[config.mk]
export PLATFORM = sky130hd
export DESIGN_NAME = gmii_receive_parse
export DESIGN_NICKNAME = d
export VERILOG_FILES = /design/src/rtl/gmii_receive_parse_pkg.sv /design/src/rtl/gmii_receive_parse.sv
export SDC_FILE = /design/constraint.sdc
export NUM_CORES = 1
export LEC_CHECK = 0
export ABC_AREA = 1
export CAP_MARGIN = 20
export CORE_MARGIN = 2
export CORE_UTILIZATION = 58
export CTS_CLUSTER_SIZE = 16
export DETAILED_ROUTE_END_ITERATION = 7
export MAX_ROUTING_LAYER = met4
export PLACE_DENSITY = 0.85
export SLEW_MARGIN = 5
export SYNTH_ARGS = -nofsm -noshare
export SYNTH_HDL_FRONTEND = slang
export SYNTH_SLANG_ARGS = --single-unit
[constraint.sdc]
create_clock -name i_clk -period 2.4 [get_ports i_clk]
set_input_delay 0.24 -clock i_clk [delete_from_list [all_inputs] [get_ports i_clk]]
set_output_delay 0.24 -clock i_clk [all_outputs]
set_load 0.02 [all_outputs]
[src/rtl/gmii_receive_parse_pkg.sv]
// Purpose: shared constants and state encoding for the GMII receive framer.
//   PREAMBLE_BYTE / SFD_BYTE : frame delimiter bytes seen on the GMII rx bus
//   state_t                  : framer states (IDLE_S, PREAMBLE_S, DATA_S, DROP_S)
package gmii_receive_parse_pkg;

  localparam int unsigned BYTE_W    = 8;
  localparam int unsigned LEN_W     = 11;
  localparam int unsigned PRE_CNT_W = 3;

  localparam logic [BYTE_W-1:0] PREAMBLE_BYTE = 8'h55;
  localparam logic [BYTE_W-1:0] SFD_BYTE      = 8'hD5;

  typedef enum logic [1:0] {
    IDLE_S     = 2'd0,
    PREAMBLE_S = 2'd1,
    DATA_S     = 2'd2,
    DROP_S     = 2'd3
  } state_t;

endpackage

[src/rtl/gmii_receive_parse.sv]
// Purpose: GMII receive-side framer. Strips preamble/SFD, forwards frame bytes
//   (DA..FCS) with head/tail marks, and flags rx_er, preamble, runt and
//   oversize conditions on the frame tail and as single-cycle pulses.
// Ports:
//   i_clk, i_rst_n          clock, asynchronous active-low reset
//   iv_gmii_rxd[7:0]        GMII receive data
//   i_gmii_rx_dv            GMII receive data valid
//   i_gmii_rx_er            GMII receive error
//   ov_pkt_data[7:0]        frame byte, qualified by o_pkt_data_wr
//   o_pkt_data_wr           frame byte strobe
//   o_pkt_head, o_pkt_tail  first/last byte marks
//   o_pkt_err               frame bad, valid with o_pkt_tail
//   ov_pkt_len[10:0]        frame byte count, valid with o_pkt_tail
//   o_rx_err_pulse          first rx_er of a frame
//   o_preamble_err_pulse    preamble/SFD violation, frame dropped
//   o_len_err_pulse         runt or oversize frame
module gmii_receive_parse
  import gmii_receive_parse_pkg::*;
#(
  parameter int unsigned MIN_PKT_LEN  = 64,
  parameter int unsigned MAX_PKT_LEN  = 1522,
  parameter int unsigned MAX_PREAMBLE = 7
) (
  input  logic        i_clk,
  input  logic        i_rst_n,
  input  logic [7:0]  iv_gmii_rxd,
  input  logic        i_gmii_rx_dv,
  input  logic        i_gmii_rx_er,
  output logic [7:0]  ov_pkt_data,
  output logic        o_pkt_data_wr,
  output logic        o_pkt_head,
  output logic        o_pkt_tail,
  output logic        o_pkt_err,
  output logic [10:0] ov_pkt_len,
  output logic        o_rx_err_pulse,
  output logic        o_preamble_err_pulse,
  output logic        o_len_err_pulse
);

  state_t               r_state;
  logic [PRE_CNT_W-1:0] r_pre_cnt;
  logic [LEN_W-1:0]     r_len;
  logic [BYTE_W-1:0]    r_stash;
  logic                 r_err;

  // Stash holds frame byte 1 exactly when one byte has been received.
  logic w_stash_is_first;
  logic w_runt;
  assign w_stash_is_first = (r_len == LEN_W'(1));
  assign w_runt           = (r_len < LEN_W'(MIN_PKT_LEN));

  // Framer FSM with registered outputs; strobes and pulses default low each cycle.
  always_ff @(posedge i_clk or negedge i_rst_n) begin
    if (!i_rst_n) begin
      r_state              <= IDLE_S;
      r_pre_cnt            <= '0;
      r_len                <= '0;
      r_stash              <= '0;
      r_err                <= 1'b0;
      ov_pkt_data          <= '0;
      o_pkt_data_wr        <= 1'b0;
      o_pkt_head           <= 1'b0;
      o_pkt_tail           <= 1'b0;
      o_pkt_err            <= 1'b0;
      ov_pkt_len           <= '0;
      o_rx_err_pulse       <= 1'b0;
      o_preamble_err_pulse <= 1'b0;
      o_len_err_pulse      <= 1'b0;
    end else begin
      ov_pkt_data          <= '0;
      o_pkt_data_wr        <= 1'b0;
      o_pkt_head           <= 1'b0;
      o_pkt_tail           <= 1'b0;
      o_pkt_err            <= 1'b0;
      ov_pkt_len           <= '0;
      o_rx_err_pulse       <= 1'b0;
      o_preamble_err_pulse <= 1'b0;
      o_len_err_pulse      <= 1'b0;

      case (r_state)
        IDLE_S: begin
          if (i_gmii_rx_dv) begin
            if (iv_gmii_rxd == PREAMBLE_BYTE) begin
              r_state   <= PREAMBLE_S;
              r_pre_cnt <= PRE_CNT_W'(1);
            end else begin
              r_state              <= DROP_S;
              o_preamble_err_pulse <= 1'b1;
            end
          end
        end

        PREAMBLE_S: begin
          if (!i_gmii_rx_dv) begin
            r_state              <= IDLE_S;
            o_preamble_err_pulse <= 1'b1;
          end else if (i_gmii_rx_er) begin
            r_state              <= DROP_S;
            o_preamble_err_pulse <= 1'b1;
          end else if (iv_gmii_rxd == PREAMBLE_BYTE) begin
            // One more 0x55 beyond the limit is a violation; counter never exceeds the limit.
            if (r_pre_cnt >= PRE_CNT_W'(MAX_PREAMBLE)) begin
              r_state              <= DROP_S;
              o_preamble_err_pulse <= 1'b1;
            end else begin
              r_pre_cnt <= r_pre_cnt + PRE_CNT_W'(1);
            end
          end else if (iv_gmii_rxd == SFD_BYTE) begin
            r_state <= DATA_S;
            r_len   <= '0;
            r_err   <= 1'b0;
          end else begin
            r_state              <= DROP_S;
            o_preamble_err_pulse <= 1'b1;
          end
        end

        DATA_S: begin
          if (!i_gmii_rx_dv) begin
            // End of frame: flush the stash as tail (nothing to flush for an empty frame).
            r_state <= IDLE_S;
            if (r_len != '0) begin
              ov_pkt_data   <= r_stash;
              o_pkt_data_wr <= 1'b1;
              o_pkt_head    <= w_stash_is_first;
              o_pkt_tail    <= 1'b1;
              o_pkt_err     <= r_err | w_runt;
              ov_pkt_len    <= r_len;
            end
            if (w_runt) begin
              o_len_err_pulse <= 1'b1;
            end
          end else if (r_len == LEN_W'(MAX_PKT_LEN)) begin
            // Oversize: close the frame on the stashed byte and discard the rest.
            r_state         <= DROP_S;
            ov_pkt_data     <= r_stash;
            o_pkt_data_wr   <= 1'b1;
            o_pkt_head      <= w_stash_is_first;
            o_pkt_tail      <= 1'b1;
            o_pkt_err       <= 1'b1;
            ov_pkt_len      <= LEN_W'(MAX_PKT_LEN);
            o_len_err_pulse <= 1'b1;
          end else begin
            r_len   <= r_len + LEN_W'(1);
            r_stash <= iv_gmii_rxd;
            if (r_len != '0) begin
              ov_pkt_data   <= r_stash;
              o_pkt_data_wr <= 1'b1;
              o_pkt_head    <= w_stash_is_first;
            end
            if (i_gmii_rx_er) begin
              r_err <= 1'b1;
              if (!r_err) begin
                o_rx_err_pulse <= 1'b1;
              end
            end
          end
        end

        DROP_S: begin
          if (!i_gmii_rx_dv) begin
            r_state <= IDLE_S;
          end
        end

        default: r_state <= IDLE_S;
      endcase
    end
  end

endmodule
; Word level (Yosys, flattened, before mapping)
; Cells that the tools add are included.
[classes]
n_addsub = 2
multipliers = 0
div = 0
n_lt_le_gt_ge = 2
n_eq_ne = 21
shift = 0
muxes = 71
bitwise_logic = 2
reduce_logical = 9
[op_table]
columns = op, n
row1 = two-way mux 11 bit, 10
row2 = two-way mux 1 bit, 37
row3 = two-way mux 8 bit, 4
row4 = "inequality test 2 bit, second input constant", 12
row5 = case mux 11 bit (2 select lines), 1
row6 = two-way mux 2 bit, 9
row7 = two-way mux 3 bit, 6
row8 = AND reduction 7 bit, 2
row9 = "adder 11 x 1 -> 11 bit, second input constant", 1
row10 = "equality test 11 x 1 -> 1 bit, second input constant", 1
row11 = "equality test 11 bit, second input constant", 1
row12 = "less-than comparator 11 x 7 -> 1 bit, second input constant", 1
row13 = nonzero test 11 bit, 1
row14 = "equality test 8 x 7 -> 1 bit, second input constant", 1
row15 = "equality test 8 bit, second input constant", 1
row16 = case mux 2 bit (4 select lines), 1
row17 = AND reduction 8 bit, 1
row18 = case mux 3 bit (2 select lines), 1
row19 = "inequality test 5 bit, second input constant", 1
row20 = "equality test 2 bit, second input constant", 2
row21 = case mux 1 bit (2 select lines), 2
row22 = AND reduction 4 bit, 1
row23 = nonzero test 2 bit, 2
row24 = "adder 3 x 1 -> 3 bit, second input constant", 1
row25 = other kinds (7), 7
[totals]
register_bits = 51
latchBits = 0
ram_bits = 0
mem_bits_ro = 0
inputBits = 12
out_inout_bits = 26
word_cells = 121
n_memories = 0

; Logic depth before layout (Yosys ltp)
; Gate-level depths: netlist of run 1.
[logic_depth]
ltp_word = 6
mapped_depth = 11
depth_no_buf = 10

; Worst setup path before layout of run 1
; Ideal clock, no wire load.
[synth_timing]
path_kind = reg-to-reg
startpoint = register r_len[0]
endpoint = register r_len[9]
setup_ns = 0.117
t_arrival_ns = 1.435
required_ns = 2.283
slack_ns = 0.848
stages_incl_launch_ff = 12
n_path_buf = 1
synth_period_minus_slack_ns = 1.552
path_cell_list = dfrtp_1 > inv_1 > ha_1 > nand2_1 > nor2_1 > nand3_1 > nor2_2 > nor2_4 > nand2_2 > buf_6 > nand2_1 > nand2_1
[synth_between]
elab_chain_len = 4
elab_cells_between_ends = 7
classes_between = add/sub: 1 / eq/ne: 2 / mux: 3 / reduce/logical: 1
[synth_rtl]
columns = item, line_no
row1 = "start, declared", gmii_receive_parse.sv:42  ; logic [LEN_W-1:0] r_len;
row2 = "start signal, assigned", gmii_receive_parse.sv:144  ; r_len <= r_len + LEN_W'(1);
row3 = adder 11 x 1 -> 11 bit, gmii_receive_parse.sv:144
row4 = two-way mux 11 bit, gmii_receive_parse.sv:133  ; end else if (r_len == LEN_W'(MAX_PKT_LEN)) begin
row5 = two-way mux 11 bit, gmii_receive_parse.sv:119  ; if (!i_gmii_rx_dv) begin
row6 = case mux 11 bit (2 select lines), gmii_receive_parse.sv:80  ; case (r_state)
; Several ways; a longest one is shown, not always the timed one. The select of a mux whose other input is x is not followed.
; A chain may end at the register's enable or synchronous reset.

; Final worst setup path of run 1
[layout_timing]
startpoint = register r_len[0]
endpoint = register r_len[6]
; Same word-level chain as after synthesis.

==> results.json, run 1 <==
{
  "status": "completed",
  "synthToLayoutAreaGrowth_pct": 22.0,
  "avgSynthCellArea_sq_um": 7.87,
  "async_flop_share": 1.00,
  "worstPathArrival_ns": 2.02,
  "seq_area_frac_synth": 0.513,
  "regArea_sq_mm": 0.00128,
  "drc": 0,
  "fin_nets": 377,
  "overflow": 0,
  "nFillCells": 300,
  "diodes": 0,
  "io_buffers": 37,
  "wl_per_cell_um": 12.7,
  "clk_pin_slew_ns": 0.09,
  "synthesis.nets": 334,
  "worst_pin_slew_ns": 0.373,
  "start_kind": "register",
  "total_power_w": 0.00276,
  "drive_gt1_frac": 0.0724,
  "ioPinCount": 38,
  "drt.antenna.violating_nets": 0,
  "final_cells": 409,
  "crit_fanout": 11,
  "dpl.hpwl_um": 3850,
  "yosysUniqueCellTypes": 25,
  "std_cell_rows": 23,
  "syn_area_sq_mm": 0.00249,
  "die_h_um": 69.5,
  "yosysWarningCount": 0,
  "cts-root-buf": "clkbuf_8",
  "fp.dieArea_sq_mm": 0.00483,
  "vdd_drop_max_mv": 0.563,
  "htreeDepth": 2,
  "synthFlopType": "dfrtp_1",
  "fin_skew_ns": 0.00947,
  "antenna_found_initial": 0,
  "setup-tns-final_ns": 0,
  "grt_pass1_wl_um": 9080,
  "endpoint_kind": "register",
  "syn_inst": 316,
  "hold_path.class": "primary input to async pin",
  "placedInstanceArea_sq_mm": 0.00292,
  "post-place-cells": 401,
  "worstSetupPathType": "register to register",
  "clock_path_buffers": 2,
  "wl_um": 5190,
  "cts_made_buffers": 5,
  "multi_input_area_sq_mm": 0.00101,
  "synth-edff-count": 0,
  "coreArea_sq_mm": 0.00406,
  "place_congestion": 0.928,
  "setup_viol": 0,
  "finalInstanceArea_sq_mm": 0.00304,
  "leakage_nw": 1.53,
  "maxSlewHeadroom": 0.749,
  "synth-seq-cells": 51,
  "cap_violations": 0,
  "grt_pass1_vias": 1984,
  "fin_hold_ws_ns": 0.451,
  "post_cts_buffers": 0,
  "viasPerCell": 5.11,
  "grt_max_degree": 52,
  "dr.pass1.iters": 5,
  "finalCriticalPeriod_ns": 1.83,
  "drv_slew": 0,
  "crit_required_ns": 2.59,
  "vias": 2090,
  "power.density_mw_per_mm2": 909,
  "first_iter_violations": 110,
  "max_freq_mhz": 546,
  "period_share": 0.763,
  "clock_latency_ns": 0.30,
  "clock-sinks": 51,
  "grt_usage": 0.241,
  "cts_tree": "done",
  "start_util": 0.613,
  "die_w_um": 69.5,
  "rsz0062_at_grt": "no",
  "final-hold-violation-count": 0
}
-- final cells by class --
class,count,share of cell area
inverter,46,0.0569
sequential,51,0.420
clock inverter,2,0.0124
timing repair buffer,40,0.133
multi-input combinational,215,0.334
tap,50,0.0206
clock buffer,5,0.0227
-- synth_stat cells, types with 2 or more instances --
master   instances  share of area
buf_1            2         0.0030
nand4_1          4          0.010
a21oi_1         12          0.024
nor2_1          41          0.062
o21ai_0         13          0.026
or2_2            2         0.0050
nor2_4           3          0.014
nor2_2           4          0.010
nand2_2          4          0.010
inv_1           42          0.063
xnor2_1          2         0.0070
nand3_1         22          0.044
nand2_1         89           0.13
dfrtp_1         51           0.51
ha_1             6          0.030
nor3_1           8          0.016
inv_2            3         0.0045
-- logic make-up (layout without fill, tap and decap cells) --
| family | Yosys count | count (layout) | synth area share |
|---|---|---|---|
| flops | 51 | 51 | 0.513 |
| compound gates | 28 | 28 | 0.0594 |
| simple gates | 178 | 178 | 0.308 |
| buf+inv | 50 | 93 | 0.0790 |
| fa+ha+maj | 6 | 6 | 0.0302 |
| xor+xnor | 3 | 3 | 0.0106 |
-- registers in the layout, summed over array words and instances (netlist names), 2 cells and up --
register,count
ov_pkt_data,8
ov_pkt_len,11
r_pre_cnt,3
r_stash,8
r_len,11
r_state,2
-- through the flow --
stage / util / setup slack [ns]
6_report: 0.748 / 0.569
5_1_grt: 0.748 / 0.369
4_1_cts: 0.748 / 0.582
3_5_place_dp: 0.719 / 0.367
3_3_place_gp: 0.719 / 0.440
2_1_floorplan: - / 0.848
-- final timing paths --
check	from	end	slack, ns	cells after the start
max	r_len[0]$_DFFE_PN0P_	r_len[6]$_DFFE_PN0P_	0.57	10
min	i_rst_n	r_stash[6]$_DFFE_PN0P_	0.45	3
max reg2reg	r_len[0]$_DFFE_PN0P_	r_len[6]$_DFFE_PN0P_	0.57	10
min reg2reg	r_err$_DFFE_PN0P_	o_rx_err_pulse$_DFF_PN0_	0.46	1
max in group asynchronous	i_rst_n	ov_pkt_len[3]$_DFF_PN0_	1.72	3
min in group i_clk	r_err$_DFFE_PN0P_	o_rx_err_pulse$_DFF_PN0_	0.46	1
-- worst max-delay path, stage by stage, from the launching register on --
cell and delay [ns]:
dfrtp_1 0.52, inv_1 0.18, ha_1 0.22, nand2_1 0.06
nor2_1 0.05, nand3_1 0.10, nor2_2 0.06, nor2_4 0.20
nand2_2 0.17, nand2_1 0.09, nand2_1 0.06
-- layout by cell type, fill, tap and decap left out, types with 2 or more instances in the layout --
cell	netlist	layout
nand4_1	4	4
nor3_1	8	8
dfrtp_1	51	51
nor2_1	41	41
nand2_2	4	4
or2_2	2	2
inv_2	3	3
clkdlybuf4s50_1	0	36
nand2_1	89	89
nor2_4	3	3
a21oi_1	12	12
xnor2_1	2	2
inv_1	42	42
nor2_2	4	4
nand3_1	22	22
ha_1	6	6
clkbuf_8	0	5
o21ai_0	13	13
-- power breakdown --
group	total [W]	switching, W	internal [W]	leakage (nW)
clock	0.000578	0.000273	0.000305	0.0502
combinational	0.00102	0.000655	0.000368	0.796
sequential	0.00116	0.000118	0.00104	0.680
total	0.00276	0.00105	0.00171	1.53
-- layer usage --
| metal | wire [um] | GRT usage | up-vias |
|---|---|---|---|
| met1 | 2480 | 0.336 | 938 |
| li1 | - | - | 1066 |
| met3 | 356 | 0.0567 | 7 |
| met4 | 73 | 0.0675 | 0 |
| met5 | 0 | - | - |
| met2 | 2280 | 0.357 | 79 |
-- timing repair --
action                    4_1_cts  5_1_grt
hold endpoints to repair       51        0
hold buffers                    1        0
gates resized for setup         0        0
Power figures use the tool's default switching activity.
==> run 2, diff against run 1 <==
--- a/config.mk
+++ b/config.mk
@@ -8,11 +8,11 @@
 export ABC_AREA = 1
 export CAP_MARGIN = 20
 export CORE_MARGIN = 2
-export CORE_UTILIZATION = 58
+export CORE_UTILIZATION = 53
 export CTS_CLUSTER_SIZE = 16
 export DETAILED_ROUTE_END_ITERATION = 7
 export MAX_ROUTING_LAYER = met4
-export PLACE_DENSITY = 0.85
+export PLACE_DENSITY = 0.79
 export SLEW_MARGIN = 5
 export SYNTH_ARGS = -nofsm -noshare
 export SYNTH_HDL_FRONTEND = slang
==> constraint.sdc (replaced) <==
create_clock -name i_clk -period 1.86 [get_ports i_clk]
set_input_delay 0.186 -clock i_clk [delete_from_list [all_inputs] [get_ports i_clk]]
set_output_delay 0.186 -clock i_clk [all_outputs]
set_load 0.02 [all_outputs]
==> run 2 against run 1 <==
Net effect:
- first-iteration DRC count grew 59%
- design area is 3.1% higher
- clock skew about the same
- die area is 8.9% higher
- fmax up 6.7%
- register-to-register slack got worse by 0.42 ns
- clock power is 53% higher
- non-clock buffer count increased by 8
- via count rose by 5.8%
- largest power group is now combinational logic
==> results.json, run 2 (synthesized netlist as in run 1, its figures left out) <==
{
  "status": "completed",
  "rr_endpoint": "r_stash[2]$_DFFE_PN0P_",
  "layout_setup_ws_ns": 0.145,
  "grt_pass1_vias": 2074,
  "period_share": 0.922,
  "dr.pass1.iters": 4,
  "wl_per_cell_um": 12.8,
  "start_util": 0.560,
  "grt_max_degree": 28,
  "cts_made_buffers": 5,
  "worstPathCellList": "inv_1, ha_1, nand2_1, nor2_1, nand3_1, nand3_1, inv_1, nand2_1, o21ai_0",
  "grt_usage": 0.234,
  "htreeDepth": 2,
  "slowest_stage": "dfrtp_1",
  "leakage_nw": 1.58,
  "worst_pin_slew_ns": 0.594,
  "rrSetupSlack_ns": 0.14,
  "ioPinCount": 38,
  "layout_common_cells": "nand2_1 (89), dfrtp_1 (51), inv_1 (42)",
  "worstPathArrival_ns": 1.89,
  "die_w_um": 72.5,
  "setup_viol": 0,
  "final_cells": 420,
  "first_iter_violations": 175,
  "crit_family": "simple AND/OR/NAND/NOR gates",
  "viasPerCell": 5.27,
  "final_common_cell": "nand2_1",
  "crit_fanout": 8,
  "reg.largest.list": "ov_pkt_len (11), r_len (11)",
  "place_congestion": 0.875,
  "antenna_found_initial": 0,
  "clock_latency_ns": 0.30,
  "cts-root-buf": "clkbuf_8",
  "final-hold-violation-count": 0,
  "worstSetupPathType": "register to register",
  "finalCriticalPeriod_ns": 1.72,
  "setup-tns-final_ns": 0,
  "vdd_drop_max_mv": 0.638,
  "diodes": 0,
  "cts_tree": "done",
  "cap_violations": 0,
  "power.density_mw_per_mm2": 1220,
  "std_cell_rows": 24,
  "cp_slowest_stage_delay_ns": 0.38,
  "cp.buffers_inverters": 2,
  "fin_skew_ns": 0.00945,
  "start_kind": "register",
  "max_freq_mhz": 583,
  "post-place-cells": 411,
  "maxSlewHeadroom": 0.604,
  "clk_pin_slew_ns": 0.09,
  "nFillCells": 342,
  "overflow": 0,
  "coreArea_sq_mm": 0.00444,
  "dpl.hpwl_um": 3970,
  "drive_gt1_frac": 0.0978,
  "total_power_w": 0.00383,
  "drt.antenna.violating_nets": 0,
  "io_buffers": 37,
  "wl_um": 5390,
  "clock_path_buffers": 2,
  "grt_pass1_wl_um": 9280,
  "endpoint_kind": "register",
  "fp.dieArea_sq_mm": 0.00526,
  "crit_required_ns": 2.03,
  "synthToLayoutAreaGrowth_pct": 25.9,
  "pre_cts_ws_ns": 0.0955,
  "vias": 2212,
  "post_cts_buffers": 0,
  "cp.depth": 9,
  "drc": 0,
  "timing.rr.start": "r_len[0]$_DFFE_PN0P_",
  "die_h_um": 72.5,
  "hold_path.class": "primary input to async pin",
  "rr_worst_depth": 9,
  "drv_slew": 0,
  "clock-sinks": 51,
  "fin_nets": 385
}
==> run 2: changes by cell type in the layout (fill, tap and decap cells not counted) <==
| cell | delta |
|---|---|
| buf_4 | +8 |
| clkbuf_1 | +1 |
| bufinv_16 | +1 |
| nor2_2 | +1 |
| nor2_1 | -1 |
| clkinv_1 | -1 |
==> run 2: timing repair <==
item,CTS,global route
resized for setup,0,2
hold endpoints to repair,26,0
hold buffers,1,0
setup endpoints to repair,0,9
==> run 2: metrics by stage <==
step	hold WS, ns	instance area [sq um]	utilization
6_report	0.421	3130	0.704
5_1_grt	0.476	3130	0.704
4_1_cts	0.439	3120	0.703
3_5_place_dp	0.226	2980	0.671
3_3_place_gp	0.211	2980	0.671
2_1_floorplan	-0.110	2490	-
==> run 2: how the worst max path moves through the flow <==
stage                                     from                  endpoint
after floorplan           r_len[0]$_DFFE_PN0P_      r_len[9]$_DFFE_PN0P_
after global placement            i_gmii_rx_dv     r_len[10]$_DFFE_PN0P_
after detailed placement          i_gmii_rx_dv      r_len[7]$_DFFE_PN0P_
after CTS                 r_len[0]$_DFFE_PN0P_    r_stash[2]$_DFFE_PN0P_
after global routing      r_len[1]$_DFFE_PN0P_  ov_pkt_data[6]$_DFF_PN0_
final                     r_len[0]$_DFFE_PN0P_    r_stash[2]$_DFFE_PN0P_
==> run 2: report_power, final <==
| group | total (W) | leakage, nW | internal [W] | switching (W) |
|---|---|---|---|---|
| clock network | 0.000882 | 0.0654 | 0.000537 | 0.000345 |
| logic | 0.00148 | 0.836 | 0.000553 | 0.000924 |
| registers | 0.00147 | 0.680 | 0.00134 | 0.000126 |
| total | 0.00383 | 1.58 | 0.00243 | 0.00139 |
==> run 2: area by class of cell <==
cell class	instances	area, sq um	share of cell area
timing repair buffer	48	463	0.148
inverter	46	176	0.0564
tap	52	65.1	0.0208
clock inverter	2	60.1	0.0192
clock buffer	6	72.6	0.0232
multi-input combinational	215	1020	0.325
sequential	51	1280	0.408
==> run 2: worst reg2reg max path: stages, from the launching register on <==
cell	delay, ns
dfrtp_1	0.38
inv_1	0.16
ha_1	0.18
nand2_1	0.05
nor2_1	0.14
nand3_1	0.12
nand3_1	0.16
inv_1	0.18
nand2_1	0.11
o21ai_0	0.09
==> run 2: metal layers <==
| layer | wire [um] | GRT usage | share of wire | vias to the layer above |
|---|---|---|---|---|
| met1 | 2480 | 0.313 | 0.46 | 1034 |
| met3 | 340 | 0.0444 | 0.063 | 8 |
| met2 | 2510 | 0.368 | 0.47 | 83 |
| met4 | 63 | 0.0679 | 0.012 | 0 |
| li1 | - | - | - | 1087 |
| met5 | 0 | - | 0 | - |
==> run 3, diff against run 2 <==
--- a/config.mk
+++ b/config.mk
@@ -9,6 +9,7 @@
 export CAP_MARGIN = 20
 export CORE_MARGIN = 2
 export CORE_UTILIZATION = 53
+export CTS_CLUSTER_DIAMETER = 100
 export CTS_CLUSTER_SIZE = 16
 export DETAILED_ROUTE_END_ITERATION = 7
 export MAX_ROUTING_LAYER = met4
==> results of run 3 <==
The final DEF is identical to that of run 2; final timing and power are the same.
